$ cat config.mk
export PLATFORM = sky130hd
export DESIGN_NAME = scan_driver14_flat
export DESIGN_NICKNAME = d
export VERILOG_FILES = /design/src/rtl/scan_driver14_pkg.sv /design/src/rtl/scan_driver14_if.sv /design/src/rtl/scan_driver14_dwell_timer.sv /design/src/rtl/scan_driver14.sv /design/src/flat_wrapper.sv
export SDC_FILE = /design/constraint.sdc
export NUM_CORES = 1
export LEC_CHECK = 0
export ABC_CLOCK_PERIOD_IN_PS = 1800
export CAP_MARGIN = 10
export CORE_AREA = 2 2 62 49
export CTS_CLUSTER_SIZE = 8
export DETAILED_ROUTE_END_ITERATION = 8
export DIE_AREA = 0 0 64 51
export GPL_TIMING_DRIVEN = 0
export PLACE_DENSITY_LB_ADDON = 0.15
export SKIP_LAST_GASP = 1
export SLEW_MARGIN = 15
export SYNTH_ARGS = -nofsm -noshare
export SYNTH_HDL_FRONTEND = slang
export SYNTH_SLANG_ARGS = --single-unit
$ cat constraint.sdc
create_clock -name iClk -period 1.8 [get_ports iClk]
set_input_delay 0.36 -clock iClk [delete_from_list [all_inputs] [get_ports iClk]]
set_output_delay 0.36 -clock iClk [all_outputs]
set_load 0.02 [all_outputs]
$ cat src/rtl/scan_driver14_pkg.sv
// Shared types and constants for the scan_driver14 demux front end.
package scan14_pkg;

  typedef enum logic [1:0] {
    IDLE  = 2'd0,
    DRIVE = 2'd1,
    BLANK = 2'd2
  } state_t;

  localparam int   NUM_CH     = 4;
  localparam logic C_INACTIVE = 1'b1;

  typedef logic [1:0] ch_t;

endpackage

$ cat src/rtl/scan_driver14_if.sv
// Frame handshake and demux drive bundle for scan_driver14.
interface scan_driver14_if;
  logic [3:0] iData;
  logic       iValid;
  logic       oReady;
  logic       oC;
  logic       oS1;
  logic       oS0;
  logic       oBusy;
  logic       oDone;

  modport slave (
    input  iData, iValid,
    output oReady, oC, oS1, oS0, oBusy, oDone
  );

  modport master (
    output iData, iValid,
    input  oReady, oC, oS1, oS0, oBusy, oDone
  );
endinterface

$ cat src/rtl/scan_driver14_dwell_timer.sv
// Dwell counter: counts 0..DWELL-1 while enabled; term_o flags the last count.
module dwell_timer #(
  parameter int DWELL = 4,
  parameter int CNT_W = 8
) (
  input  logic iClk,
  input  logic iRst_n,
  input  logic clr_i,
  input  logic en_i,
  output logic term_o
);

  localparam logic [CNT_W-1:0] LAST = CNT_W'(DWELL - 1);

  logic [CNT_W-1:0] cnt_q, cnt_d;

  always_comb begin
    cnt_d = cnt_q;
    if (clr_i)     cnt_d = '0;
    else if (en_i) cnt_d = cnt_q + 1'b1;
  end

  always_ff @(posedge iClk or negedge iRst_n) begin
    if (!iRst_n) cnt_q <= '0;
    else         cnt_q <= cnt_d;
  end

  assign term_o = (cnt_q == LAST);

endmodule

$ cat src/rtl/scan_driver14.sv
// Scans a latched 4-bit strobe frame onto an active-low 1-to-4 demux (iC/iS1/iS0).
// Define SCAN_BLANK_EN to insert a one-cycle blank (oC high) between channels.
module scan_driver14
  import scan14_pkg::*;
#(
  parameter int DWELL = 4,
  parameter int CNT_W = 8
) (
  input  logic            iClk,
  input  logic            iRst_n,
  scan_driver14_if.slave  bus
);

  localparam ch_t LAST_CH = ch_t'(NUM_CH - 1);

  state_t     state_q, state_d;
  ch_t        ch_q, ch_d;
  logic [3:0] frame_q, frame_d;
  logic       c_q, c_d;
  ch_t        sel_q, sel_d;
  logic       busy_q, busy_d;
  logic       done_q, done_d;
  logic       tmr_clr, tmr_en, tmr_term;

  dwell_timer #(
    .DWELL (DWELL),
    .CNT_W (CNT_W)
  ) u_timer (
    .iClk   (iClk),
    .iRst_n (iRst_n),
    .clr_i  (tmr_clr),
    .en_i   (tmr_en),
    .term_o (tmr_term)
  );

  always_comb begin
    state_d = state_q;
    ch_d    = ch_q;
    frame_d = frame_q;
    tmr_clr = 1'b0;
    tmr_en  = 1'b0;
    done_d  = 1'b0;
    case (state_q)
      IDLE: begin
        if (bus.iValid) begin
          frame_d = bus.iData;
          ch_d    = '0;
          tmr_clr = 1'b1;
          state_d = DRIVE;
        end
      end
      DRIVE: begin
        tmr_en = 1'b1;
        if (tmr_term) begin
          tmr_clr = 1'b1;
          if (ch_q == LAST_CH) begin
            state_d = IDLE;
            done_d  = 1'b1;
          end else begin
            ch_d = ch_q + 2'd1;
`ifdef SCAN_BLANK_EN
            state_d = BLANK;
`endif
          end
        end
      end
      BLANK:   state_d = DRIVE;
      default: state_d = IDLE;
    endcase
  end

  // Outputs are registered from the next state so each channel appears the cycle after its decision.
  always_comb begin
    c_d    = C_INACTIVE;
    sel_d  = sel_q;
    busy_d = (state_d != IDLE);
    if (state_d == DRIVE) begin
      c_d   = ~frame_d[ch_d];
      sel_d = ch_d;
    end else if (state_d == BLANK) begin
      sel_d = ch_d;
    end
  end

  always_ff @(posedge iClk or negedge iRst_n) begin
    if (!iRst_n) begin
      state_q <= IDLE;
      ch_q    <= '0;
      frame_q <= '0;
      c_q     <= C_INACTIVE;
      sel_q   <= '0;
      busy_q  <= 1'b0;
      done_q  <= 1'b0;
    end else begin
      state_q <= state_d;
      ch_q    <= ch_d;
      frame_q <= frame_d;
      c_q     <= c_d;
      sel_q   <= sel_d;
      busy_q  <= busy_d;
      done_q  <= done_d;
    end
  end

  assign bus.oReady = (state_q == IDLE);
  assign bus.oC     = c_q;
  assign bus.oS1    = sel_q[1];
  assign bus.oS0    = sel_q[0];
  assign bus.oBusy  = busy_q;
  assign bus.oDone  = done_q;

endmodule

$ cat src/flat_wrapper.sv
// flat-port wrapper written by rule: the top's interface ports become plain ports
module scan_driver14_flat import scan14_pkg::*;
#(
  parameter int DWELL = 4,
  parameter int CNT_W = 8
)
  (iClk, iRst_n, bus_iData, bus_iValid, bus_oReady, bus_oC, bus_oS1, bus_oS0, bus_oBusy, bus_oDone);
  scan_driver14_if bus_i ();
  input  logic iClk;
  input  logic iRst_n;
  input wire logic [$bits(bus_i.iData)-1:0] bus_iData;
  input wire logic [$bits(bus_i.iValid)-1:0] bus_iValid;
  output wire logic [$bits(bus_i.oReady)-1:0] bus_oReady;
  output wire logic [$bits(bus_i.oC)-1:0] bus_oC;
  output wire logic [$bits(bus_i.oS1)-1:0] bus_oS1;
  output wire logic [$bits(bus_i.oS0)-1:0] bus_oS0;
  output wire logic [$bits(bus_i.oBusy)-1:0] bus_oBusy;
  output wire logic [$bits(bus_i.oDone)-1:0] bus_oDone;
  assign bus_i.iData = bus_iData;
  assign bus_i.iValid = bus_iValid;
  assign bus_oReady = bus_i.oReady;
  assign bus_oC = bus_i.oC;
  assign bus_oS1 = bus_i.oS1;
  assign bus_oS0 = bus_i.oS0;
  assign bus_oBusy = bus_i.oBusy;
  assign bus_oDone = bus_i.oDone;
  scan_driver14 #(.DWELL(DWELL), .CNT_W(CNT_W)) u_core (.iClk(iClk), .iRst_n(iRst_n), .bus(bus_i));
endmodule
# Word-level counts from Yosys, hierarchy flattened
# Index checks and enable logic that the tools add are counted.
op_classes:
  add_sub_neg: 2
  order_cmp: 1
  n_eq_ne: 6
  n_mux: 24
  bitwise_logic: 1
  n_reduce_logical: 4
op_table:
  columns: ["op", "n"]
  rows:
  - ["2-to-1 mux 2 bit", 8]
  - ["2-to-1 mux 8 bit", 2]
  - ["adder 8 x 1 -> 8 bit (second input constant)", 1]
  - ["equality test 8 x 2 -> 1 bit (second input constant)", 1]
  - ["2-to-1 mux 1 bit", 8]
  - ["2-to-1 mux 4 bit", 2]
  - ["equality test 2 bit (second input constant)", 3]
  - ["one-hot mux 2 bit (3 select lines)", 1]
  - ["nonzero test 2 bit", 3]
  - ["equality test 2 x 1 -> 1 bit (second input constant)", 2]
  - ["one-hot mux 2 bit (2 select lines)", 1]
  - ["< comparator 2 x 3 -> 1 bit (second input constant)", 1]
  - ["adder 2 x 1 -> 2 bit (second input constant)", 1]
  - ["binary-select mux 1 bit (select 2 bit)", 1]
  - ["logical NOT 2 bit", 1]
  - ["one-hot mux 1 bit (2 select lines)", 1]
  - ["inverter 1 bit", 1]
word_totals:
  ff_bits: 21
  inputBits: 7
  out_inout_bits: 6
  word_cells: 46

# Longest topological paths before layout
# Gate-level depths: netlist (run 1).
logic_depth:
  depth_word: 8
  depth_mapped: 8

# Cells and area by module
# Synthesis (run 1) repeated with hierarchy kept, for this count alone.
hier_totals:
  hier_cells: 91
  area_unflattened_um2: 1026.0
modules_own_cells:
  columns: ["mod", "instances", "cells_per_inst", "area_per_inst_um2"]
  rows:
  - ["scan_driver14", 1, 51, 614.3]
  - ["dwell_timer", 1, 40, 411.6]

# Worst setup path before layout (run 1)
# Ideal clock, no wire load.
synth_timing:
  path_kind: "reg2reg"
  startpoint: "register u_core.u_timer.cnt_q[0]"
  endpoint: "register u_core.sel_q[0]"
  arrival_ns: 1.845
  required_ns: 1.675
  setup_slack_ns: -0.170
  stages_incl_launch_ff: 7
  period_less_slack_ns: 1.970
  path_cell_list: "dfrtp_1 ha_1 and3_1 a31o_2 a21o_2 ha_1 mux2_2"
synth_between:
  elab_chain_len: 5
synth_lines:
  columns: ["item", "line_no", "text"]
  rows:
  - ["from (decl)", "scan_driver14_dwell_timer.sv:15", "logic [CNT_W-1:0] cnt_q, cnt_d;"]
  - ["from (signal assigned)", "scan_driver14_dwell_timer.sv:25", "else cnt_q <= cnt_d;"]
  - ["equality test 8 x 2 -> 1 bit *", "scan_driver14_dwell_timer.sv:28", "assign term_o = (cnt_q == LAST);"]
  - ["2-to-1 mux 2 bit", "scan_driver14.sv:54", "if (tmr_term) begin"]
  - ["one-hot mux 2 bit (3 select lines) / one-hot mux 2 bit (2 select lines) (equally long branches)", "scan_driver14.sv:43", "case (state_q)"]
  - ["equality test 2 x 1 -> 1 bit (tied with other cells)", "scan_driver14.sv:77", "if (state_d == DRIVE) begin"]
  - ["2-to-1 mux 2 bit / nonzero test 2 bit (equally long branches)", null, null]
  - ["to (signal assigned)", "scan_driver14.sv:99", "sel_q <= sel_d;"]
  - ["to (decl)", "scan_driver14.sv:20", "ch_t sel_q, sel_d;"]
# Mark *: on every way between the ends. The rest lies on a longest branch, timed or not. The select of a mux whose other input is x is not followed.
# A chain may end at the register's enable or synchronous reset.

# Final worst setup path (run 1)
layout_timing:
  startpoint: "register u_core.u_timer.cnt_q[1]"
  endpoint: "register u_core.sel_q[1]"
# Same word-level chain as after synthesis.

==> results by group, run 1 <==
Timing
  – Setup violators final: 3
  – Worst slew pin tran: 0.947 ns
  – FMAX: 531 MHz
  – Final Max Slew Viols: 0
  – RSZ-0062 raised after global routing: yes
  – Clock skew: 0.00229 ns
  – Setup TNS: -0.189 ns
  – Min Tclk post-route: 1.88 ns
  – Crit share post-route: 1.05
  – Slew HR: 0.367
  – Final setup margin: -0.0845 ns
  – Hold Vio Cnt, Final: 0

Detailed routing
  – Drt drc: 0
  – Drt first pass iters: 3
  – Antenna Nets Post-Route: 0
  – DRT iter0 DRCs: 17
  – Total Wirelength: 1830 um
  – Vias post-DR: 712
  – Average routed wire per standard cell: 12.1 um
  – DR vias/cell: 4.72

Cells and area
  – Final nets: 124
  – Register area: 528 um^2
  – Non-Filler Instances: 151
  – Syn-to-layout area delta: 32.0%
  – Layout cells sized above 1: 0.327
  – Fill cells: 248
  – Diodes inserted: 0
  – Multi-input logic area: 532 um^2

Critical path
  – Critical Path RT: 2.00 ns
  – Critical path class: reg -> reg
  – R2r startpoint: u_core.u_timer.cnt_q[1]$_DFFE_PN0P_
  – Critical Path End Type: register
  – CP startpoint: u_core.u_timer.cnt_q[1]$_DFFE_PN0P_
  – Crit-path cells: ha_2, and3_4, a31o_4, a21o_4, ha_4, mux2_2
  – Stages on worst setup path: 6
  – CP Buf/Inv Count: 0
  – CP delay by family, top: adder cells
  – CP Launch Type: register
  – R2R Setup Slk: -0.08 ns
  – Crit path max fanout: 2
  – End point of the critical path: u_core.sel_q[1]$_DFFE_PN0P_
  – CP max stage delay: 0.42 ns
  – Worst EP arrival: 2.09 ns
  – R2R cell count: 6
  – Critical path's slowest cell: dfrtp_1
  – Worst R2R End: u_core.sel_q[1]$_DFFE_PN0P_

Floorplan
  – Die Footprint: 0.00326 mm^2
  – Rows: 17
  – DIE HEIGHT: 51 um
  – Core ar.: 0.00274 mm^2
  – Initial core utilization: 0.371
  – Die X: 64 um
  – I/O pins: 13

Worst hold path
  – Hold-critical path depth: 1
  – Worst hold path type: reg -> reg

Synth
  – Mapped Area: 0.00102 mm^2
  – Yosys cell types: 36
  – Syn_area_per_cell: 11.7 um^2
  – Synth Warn #: 0
  – Number of synthesized register bits: 21
  – Syn Inst Count: 87
  – Sequential fraction of the synthesis area: 0.518

Clock tree
  – TritonCTS Buffers: 3
  – Sink Count: 21
  – Root Driver: clkbuf_4
  – Worst-path clk slew: 0.12 ns
  – CTS tree: built
  – Worst skew pair latency: 0.30 ns
  – Longest Clk Path Bufs: 2
  – CTS H-Tree Depth: 1

Status
  – Status: finished with violations
  – Violated checks: negative setup slack

Global route
  – Vias in the first global route: 706
  – Largest net degree at the start of global routing: 22
  – GRT Util Overall: 0.132
  – First-pass GRT wire length: 3250 um
  – Grt ovf: 0
  – Antenna violations before repair: 0

Place
  – DP HPWL: 1280 um
  – Placed insts: 138
  – IO Port Bufs: 12
  – Routability cong.: 0.701

Run
  – Max cap viols: 0

Pwr
  – VDD IR max: 518 uV
  – Pwr Density: 971 mW/mm^2
  – LEAKAGE: 0.593 nW
## registers in the layout, indices dropped and copies added, names as in the netlist
register / cells
u_core.bus.oBusy: 1
u_core.bus.oC: 1
u_core.bus.oDone: 1
u_core.ch_q: 2
u_core.frame_q: 4
u_core.sel_q: 2
u_core.state_q: 2
u_core.u_timer.cnt_q: 8
## worst min path at each step
stage	slack (ns)	startpoint	endpoint
CTS	0.51	u_core.frame_q[1]$_DFF_PN0_	u_core.frame_q[1]$_DFF_PN0_
finish	0.51	u_core.frame_q[3]$_DFF_PN0_	u_core.frame_q[3]$_DFF_PN0_
global placement	0.48	u_core.frame_q[2]$_DFF_PN0_	u_core.frame_q[2]$_DFF_PN0_
floorplan	0.06	iRst_n	u_core.bus.oBusy$_DFF_PN0_
global route	0.52	u_core.frame_q[1]$_DFF_PN0_	u_core.frame_q[1]$_DFF_PN0_
detailed placement	0.48	u_core.frame_q[2]$_DFF_PN0_	u_core.frame_q[2]$_DFF_PN0_
## metrics by stage
stage	hold slack, ns	power, mW	setup slack [ns]	instance area, um^2	util
after floorplan	0.0644	0.902	0.00308	1060	-
after global placement	0.475	1.01	-0.214	1220	0.446
after detailed placement	0.482	1.02	-0.221	1220	0.446
after CTS	0.511	1.30	-0.116	1310	0.477
after global routing	0.518	1.40	-0.154	1340	0.489
final	0.505	1.30	-0.0845	1340	0.489
## cells by family (layout without fill, tap and decap cells)
group,after synthesis,count (layout),share of synthesized area
AOI/OAI and AO/OA,11,11,0.0960
xor gates and xnor gates,5,5,0.0431
adders and majority gates,3,3,0.0369
buffers and inverters,4,29,0.0221
DFF,21,21,0.518
muxes,7,7,0.0775
other,2,3,0.00738
and+or+nand+nor,34,34,0.199
## cells in the final DEF, fill, tap and decap left out, drive strengths merged, types with 6 or more instances in the layout
master | Yosys | routed
buf | 1 | 10
clkdlybuf4s50 | 0 | 10
dfrtp | 20 | 20
mux2 | 7 | 7
nand2 | 6 | 6
nor2 | 8 | 8
## routing by layer
layer  wire length [um]  global-route usage  vias to the layer above
met3                 69              0.0485                        2
met2                782               0.200                       10
met5                  0                   0                        -
met4                  9              0.0217                        0
met1                972               0.184                      346
li1                   -                   -                      354
## power by group
part           internal [mW]  switching (mW)  leakage, nW
clock network         0.0829           0.142       0.0177
registers              0.571          0.0843        0.264
logic                  0.237           0.186        0.312
total                  0.891           0.412        0.593
## what timing repair did
item	4_1_cts	5_1_grt
buffers inserted	6	3
gates resized for setup	5	3
hold buffers	0	0
pin swaps	4	6
endpoints found under the setup margin	5	3
## Yosys cell counts (all sizes together)
| cell | number | share of area |
|---|---|---|
| a211oi | 1 | 0.012 |
| a21o | 2 | 0.016 |
| a22o | 3 | 0.027 |
| a31o | 1 | 0.0086 |
| a32oi | 1 | 0.0086 |
| a41oi | 1 | 0.0086 |
| and2 | 2 | 0.015 |
| and2b | 1 | 0.0074 |
| and3 | 2 | 0.012 |
| and4 | 1 | 0.0086 |
| buf | 1 | 0.011 |
| conb | 2 | 0.0074 |
| dfrtp | 20 | 0.49 |
| dfstp | 1 | 0.026 |
| ha | 3 | 0.037 |
| inv | 3 | 0.011 |
| mux2 | 7 | 0.077 |
| nand2 | 6 | 0.022 |
| nand2b | 1 | 0.0062 |
| nand3 | 2 | 0.0098 |
| nor2 | 8 | 0.032 |
| nor2b | 2 | 0.012 |
| nor3 | 3 | 0.015 |
| nor4 | 2 | 0.033 |
| o21bai | 1 | 0.0074 |
| o31ai | 1 | 0.0074 |
| or2 | 2 | 0.012 |
| or2b | 1 | 0.0074 |
| or3 | 1 | 0.0062 |
| xnor2 | 2 | 0.017 |
| xor2 | 3 | 0.026 |
## final cells by class
type | instances | area share
plain buffers | 1 | 0.00839
clock buffers | 3 | 0.0168
clock inverters | 1 | 0.00373
inverters | 3 | 0.00839
multi-input cells | 63 | 0.396
flip-flops and latches | 21 | 0.393
well taps | 38 | 0.0354
repair buffers | 21 | 0.138
(Power assumes the default switching activity.)
==> inputs of run 2 (changes only) <==
--- a/config.mk
+++ b/config.mk
@@ -12,7 +12,6 @@
 export DETAILED_ROUTE_END_ITERATION = 8
 export DIE_AREA = 0 0 64 51
 export GPL_TIMING_DRIVEN = 0
-export PLACE_DENSITY_LB_ADDON = 0.15
 export SKIP_LAST_GASP = 1
 export SLEW_MARGIN = 15
 export SYNTH_ARGS = -nofsm -noshare
==> run 2 against run 1 <==
  * Utilization shrank 0.96 points
  * Worst hold slack lost 0.0025 ns
  * Power shrank 0.75%
  * Combinational power shrank 0.9%
  * Non-clock buffer count shrank 3
  * Worst setup slack lost 0.027 ns
  * Sequential cell count is the same
  * Register-to-register slack lost 0.03 ns
  * Clock skew grew 0.0032 ns
  * Maximum frequency shrank 1.4%
  * The flow still finishes with violations (negative setup slack)
  * Global-route usage shrank 0.13 points
  * Critical path depth is the same
  * Critical path type unchanged
==> results by group, run 2 (synthesis results as in run 1) <==
Timing
  – Slew HR: 0.370
  – Crit share post-route: 1.06
  – Final setup margin: -0.111 ns
  – Clock skew: 0.00550 ns
  – Min Tclk post-route: 1.91 ns
  – FMAX: 523 MHz
  – Setup violators final: 3
  – Worst slew pin tran: 0.941 ns
  – Final Max Slew Viols: 0
  – RSZ-0062 raised after global routing: yes
  – Hold Vio Cnt, Final: 0

Worst hold path
  – Hold-critical path depth: 1
  – Hold Crit Start: u_core.frame_q[2]$_DFF_PN0_
  – Worst hold path type: reg -> reg
  – Hold Path End: u_core.frame_q[2]$_DFF_PN0_

Place
  – Placed insts: 138
  – IO Port Bufs: 12
  – DP HPWL: 1290 um
  – Routability cong.: 0.725
  – Dpl ws: -0.246 ns

Clock tree
  – CTS H-Tree Depth: 1
  – TritonCTS Buffers: 3
  – Sink Count: 21
  – CTS tree: built
  – Worst skew pair latency: 0.30 ns
  – Longest Clk Path Bufs: 2
  – Worst-path clk slew: 0.11 ns
  – Cts hold-fix bufs: 0
  – Root Driver: clkbuf_4

Cells and area
  – Most frequent cells in the layout: 20 x dfrtp_1, 10 x clkdlybuf4s50_1, 7 x nor2_1
  – Syn-to-layout area delta: 29.4%
  – Diodes inserted: 0
  – Largest register FFs: 8
  – Leading cell type in the layout, fill and taps excluded: dfrtp_1
  – Layout cells sized above 1: 0.300
  – Final nets: 121
  – Register with the highest flop count: u_core.u_timer.cnt_q
  – Final Util: 0.480
  – Fill cells: 255
  – Non-Filler Instances: 148
  – Largest registers: u_core.u_timer.cnt_q x8, u_core.frame_q x4

Critical path
  – CP Launch Type: register
  – Worst R2R End: u_core.sel_q[0]$_DFFE_PN0P_
  – Critical path class: reg -> reg
  – Critical Path RT: 1.99 ns
  – R2r startpoint: u_core.u_timer.cnt_q[1]$_DFFE_PN0P_
  – Crit path max fanout: 2
  – Worst EP arrival: 2.11 ns
  – Critical Path End Type: register
  – R2R cell count: 6
  – R2R Setup Slk: -0.11 ns

Detailed routing
  – Drt first pass iters: 4
  – Drt drc: 0
  – Vias post-DR: 695
  – DR vias/cell: 4.70
  – Antenna Nets Post-Route: 0
  – Total Wirelength: 1840 um
  – Average routed wire per standard cell: 12.4 um
  – DRT iter0 DRCs: 32

Floorplan
  – Die X: 64 um
  – I/O pins: 13
  – Rows: 17
  – Initial core utilization: 0.371
  – Core ar.: 0.00274 mm^2
  – DIE HEIGHT: 51 um
  – Die Footprint: 0.00326 mm^2

Global route
  – Largest net degree at the start of global routing: 22
  – M3 GR Usage: 0.0507
  – Vias in the first global route: 705
  – Met2 usage: 0.189
  – Grt ovf: 0
  – First-pass GRT wire length: 3200 um
  – Busiest grt layer: met2
  – Met1 Use GR: 0.182
  – Antenna violations before repair: 0
  – GRT Util Overall: 0.131

Status
  – Status: finished with violations
  – Violated checks: negative setup slack

Run
  – Max cap viols: 0

Pwr
  – Pwr Density: 983 mW/mm^2
  – LEAKAGE: 0.574 nW
  – VDD IR max: 656 uV
-- run 2: layer usage --
| metal | vias up | routed length, um | share of wire |
|---|---|---|---|
| li1 | 344 | - | - |
| met3 | 2 | 81 | 0.044 |
| met4 | 0 | 12 | 0.0065 |
| met1 | 337 | 989 | 0.54 |
| met2 | 12 | 754 | 0.41 |
| met5 | - | 0 | 0 |
-- run 2: worst max-delay path by stage --
stage | slack, ns | depth (start not counted) | to | start
floorplan | 0.003 | 6 | u_core.bus.oC$_DFF_PN1_ | u_core.state_q[0]$_DFF_PN0_
global placement | -0.21 | 6 | u_core.bus.oC$_DFF_PN1_ | bus_iValid
detailed placement | -0.25 | 6 | u_core.bus.oC$_DFF_PN1_ | bus_iValid
CTS | -0.11 | 8 | u_core.bus.oC$_DFF_PN1_ | u_core.u_timer.cnt_q[7]$_DFFE_PN0P_
global route | -0.14 | 6 | u_core.sel_q[0]$_DFFE_PN0P_ | u_core.u_timer.cnt_q[1]$_DFFE_PN0P_
finish | -0.11 | 6 | u_core.sel_q[0]$_DFFE_PN0P_ | u_core.u_timer.cnt_q[1]$_DFFE_PN0P_
-- run 2: power by group --
| group | leakage (nW) | internal, mW | switching (mW) |
|---|---|---|---|
| registers | 0.265 | 0.569 | 0.0828 |
| logic | 0.295 | 0.231 | 0.188 |
| clock network | 0.0150 | 0.0864 | 0.136 |
| total | 0.574 | 0.886 | 0.408 |
-- run 2: repair_timing --
action / in CTS / in global routing
pin swaps: 7 / 6
setup endpoints to repair: 4 / 4
setup buffers: 5 / 1
gates cloned: 0 / 0
resized for setup: 6 / 2
-- run 2: final cells by class --
| cell class | instances | area [um^2] | area share |
|---|---|---|---|
| plain buffers | 1 | 11.3 | 0.00856 |
| well taps | 38 | 47.5 | 0.0361 |
| clock buffers | 4 | 26.3 | 0.0200 |
| inverters | 3 | 11.3 | 0.00856 |
| flip-flops and latches | 21 | 527 | 0.400 |
| repair buffers | 18 | 166 | 0.126 |
| multi-input cells | 63 | 527 | 0.400 |
-- run 2: worst max-delay path: stages (launching register included) --
cell and delay, ns:
dfrtp_1 0.42, ha_2 0.20, and3_4 0.17, a31o_4 0.22
a21o_4 0.21, ha_4 0.27, mux2_2 0.32
-- run 2: per-stage QoR --
stage	hold slack (ns)	TNS, ns	instance area (um^2)	power (mW)
2_1_floorplan	0.0644	0	1060	0.902
3_3_place_gp	0.475	-0.493	1220	1.01
3_5_place_dp	0.482	-0.543	1220	1.02
4_1_cts	0.508	-0.322	1310	1.30
5_1_grt	0.519	-0.422	1320	1.37
6_report	0.503	-0.248	1320	1.29
==> inputs of run 3 (changes only) <==
--- a/config.mk
+++ b/config.mk
@@ -6,7 +6,7 @@
 export NUM_CORES = 1
 export LEC_CHECK = 0
 export ABC_CLOCK_PERIOD_IN_PS = 1800
-export CAP_MARGIN = 10
+export CAP_MARGIN = 20
 export CORE_AREA = 2 2 62 49
 export CTS_CLUSTER_SIZE = 8
 export DETAILED_ROUTE_END_ITERATION = 8
==> run 3 against run 2 <==
  * The run still ends with negative setup slack left
  * Highest routed layer unchanged
  * Final cell count is 0.68% higher
  * Die area stayed put
  * Largest cell class unchanged
  * Via count is 0.43% lower
  * Routed wire length is 0.44% higher
==> results by group, run 3 (synthesis results as in run 1) <==
Clock tree
  – Worst skew pair latency: 0.30 ns
  – Worst-path clk slew: 0.11 ns
  – CTS H-Tree Depth: 1
  – Longest Clk Path Bufs: 2
  – Root Driver: clkbuf_4
  – Sink Count: 21
  – CTS tree: built
  – TritonCTS Buffers: 3

Global route
  – Grt ovf: 0
  – M3 GR Usage: 0.0507
  – Busiest grt layer: met2
  – First-pass GRT wire length: 3200 um
  – Largest net degree at the start of global routing: 22
  – Met1 Use GR: 0.182
  – Met2 usage: 0.189
  – Vias in the first global route: 705
  – Antenna violations before repair: 0
  – GRT Util Overall: 0.131

Place
  – DP HPWL: 1290 um
  – DP Area: 0.00122 mm^2
  – IO Port Bufs: 12
  – Routability cong.: 0.725

Critical path
  – Crit path max fanout: 2
  – CP Launch Type: register
  – Crit-path cells: ha_2, and3_4, a31o_4, a21o_4, ha_4, mux2_2
  – Worst EP arrival: 2.11 ns
  – Critical path's slowest cell: dfrtp_1
  – Critical path class: reg -> reg
  – Critical Path RT: 1.99 ns
  – CP max stage delay: 0.42 ns
  – Critical Path End Type: register

Detailed routing
  – DRT iter0 DRCs: 29
  – Total Wirelength: 1850 um
  – Vias post-DR: 692
  – Antenna Nets Post-Route: 0
  – Drt drc: 0
  – DR vias/cell: 4.64
  – Drt first pass iters: 4
  – Average routed wire per standard cell: 12.4 um

Floorplan
  – Core ar.: 0.00274 mm^2
  – Rows: 17
  – DIE HEIGHT: 51 um
  – Initial core utilization: 0.371
  – Die Footprint: 0.00326 mm^2
  – I/O pins: 13
  – Die X: 64 um

Timing
  – Final setup margin: -0.112 ns
  – Final Max Slew Viols: 0
  – RSZ-0062 raised after global routing: yes
  – FMAX: 523 MHz
  – Clock skew: 0.00436 ns
  – Setup violators final: 3
  – Crit share post-route: 1.06
  – Hold Vio Cnt, Final: 0
  – Min Tclk post-route: 1.91 ns
  – Fin Hold WS: 0.338 ns

Cells and area
  – Diodes inserted: 0
  – Most frequent cells in the layout: 20 x dfrtp_1, 10 x clkdlybuf4s50_1, 7 x nor2_1
  – Final nets: 122
  – Largest register FFs: 8
  – Layout cells sized above 1: 0.306
  – Leading cell type in the layout, fill and taps excluded: dfrtp_1
  – Register with the highest flop count: u_core.u_timer.cnt_q
  – Largest registers: u_core.u_timer.cnt_q x8, u_core.frame_q x4
  – Final instance area: 0.00133 mm^2
  – Syn-to-layout area delta: 30.9%

Status
  – Violated checks: negative setup slack
  – Status: finished with violations

Pwr
  – VDD IR max: 659 uV
  – Pwr Density: 975 mW/mm^2
  – LEAKAGE: 0.582 nW

Run
  – Max cap viols: 0

Worst hold path
  – Worst hold path type: in -> async
run 3: changes by cell type in the layout (fill, tap and decap cells not counted), sizes merged:
cell | before | now
buf | 7 | 8
run 3: timing repair:
item | CTS | global route
pin swaps | 7 | 6
resized for setup | 6 | 2
endpoints found under the setup margin | 4 | 4
buffers inserted | 5 | 1
hold buffers | 0 | 0
run 3: final cells by class:
class | instances | area, um^2
Fill cell | 252 | 1410
Buffer | 1 | 11.3
Sequential cell | 21 | 527
Clock buffer | 4 | 26.3
Timing Repair Buffer | 19 | 181
Multi-Input combinational cell | 63 | 527
Inverter | 3 | 11.3
Tap cell | 38 | 47.5
run 3: where the power goes:
group          switching, mW  leakage (nW)  internal (mW)  total [mW]
clock network          0.137        0.0150         0.0864       0.223
logic                  0.189         0.302          0.234       0.423
registers             0.0828         0.265          0.569       0.652
total                  0.408         0.582          0.889        1.30
run 3: worst paths after layout:
check,from,endpoint,slack (ns),depth (start not counted)
max in group asynchronous,iRst_n,u_core.bus.oC$_DFF_PN1_,0.95,2
worst min-delay path,iRst_n,u_core.u_timer.cnt_q[2]$_DFFE_PN0P_,0.34,1
worst max register to register,u_core.u_timer.cnt_q[1]$_DFFE_PN0P_,u_core.sel_q[0]$_DFFE_PN0P_,-0.11,6
min in group iClk,u_core.frame_q[2]$_DFF_PN0_,u_core.frame_q[2]$_DFF_PN0_,0.50,1
worst max-delay path,u_core.u_timer.cnt_q[1]$_DFFE_PN0P_,u_core.sel_q[0]$_DFFE_PN0P_,-0.11,6
worst min register to register,u_core.frame_q[2]$_DFF_PN0_,u_core.frame_q[2]$_DFF_PN0_,0.50,1
run 3: per-layer routing:
metal	up-vias	wire, um
li1	345	-
met1	335	981
met2	10	773
met3	2	77
met4	0	12
met5	-	0
run 3: stage by stage:
stage	setup slack [ns]	util	total power, mW	instances	setup TNS [ns]
2_1_floorplan	0.00308	-	0.902	88	0
3_3_place_gp	-0.212	0.446	1.01	138	-0.493
3_5_place_dp	-0.246	0.446	1.02	138	-0.543
4_1_cts	-0.110	0.476	1.30	147	-0.322
5_1_grt	-0.141	0.485	1.38	149	-0.421
6_report	-0.112	0.485	1.30	149	-0.253
run 3: critical path, delay by kind of cell (launching register included):
kind	cells	cell delay [ns]
AO/OA/AOI/OAI	2	0.43
multiplexers	1	0.32
adder cells (fa/ha/maj)	2	0.47
AND/OR/NAND/NOR	1	0.17
flip-flops	1	0.42
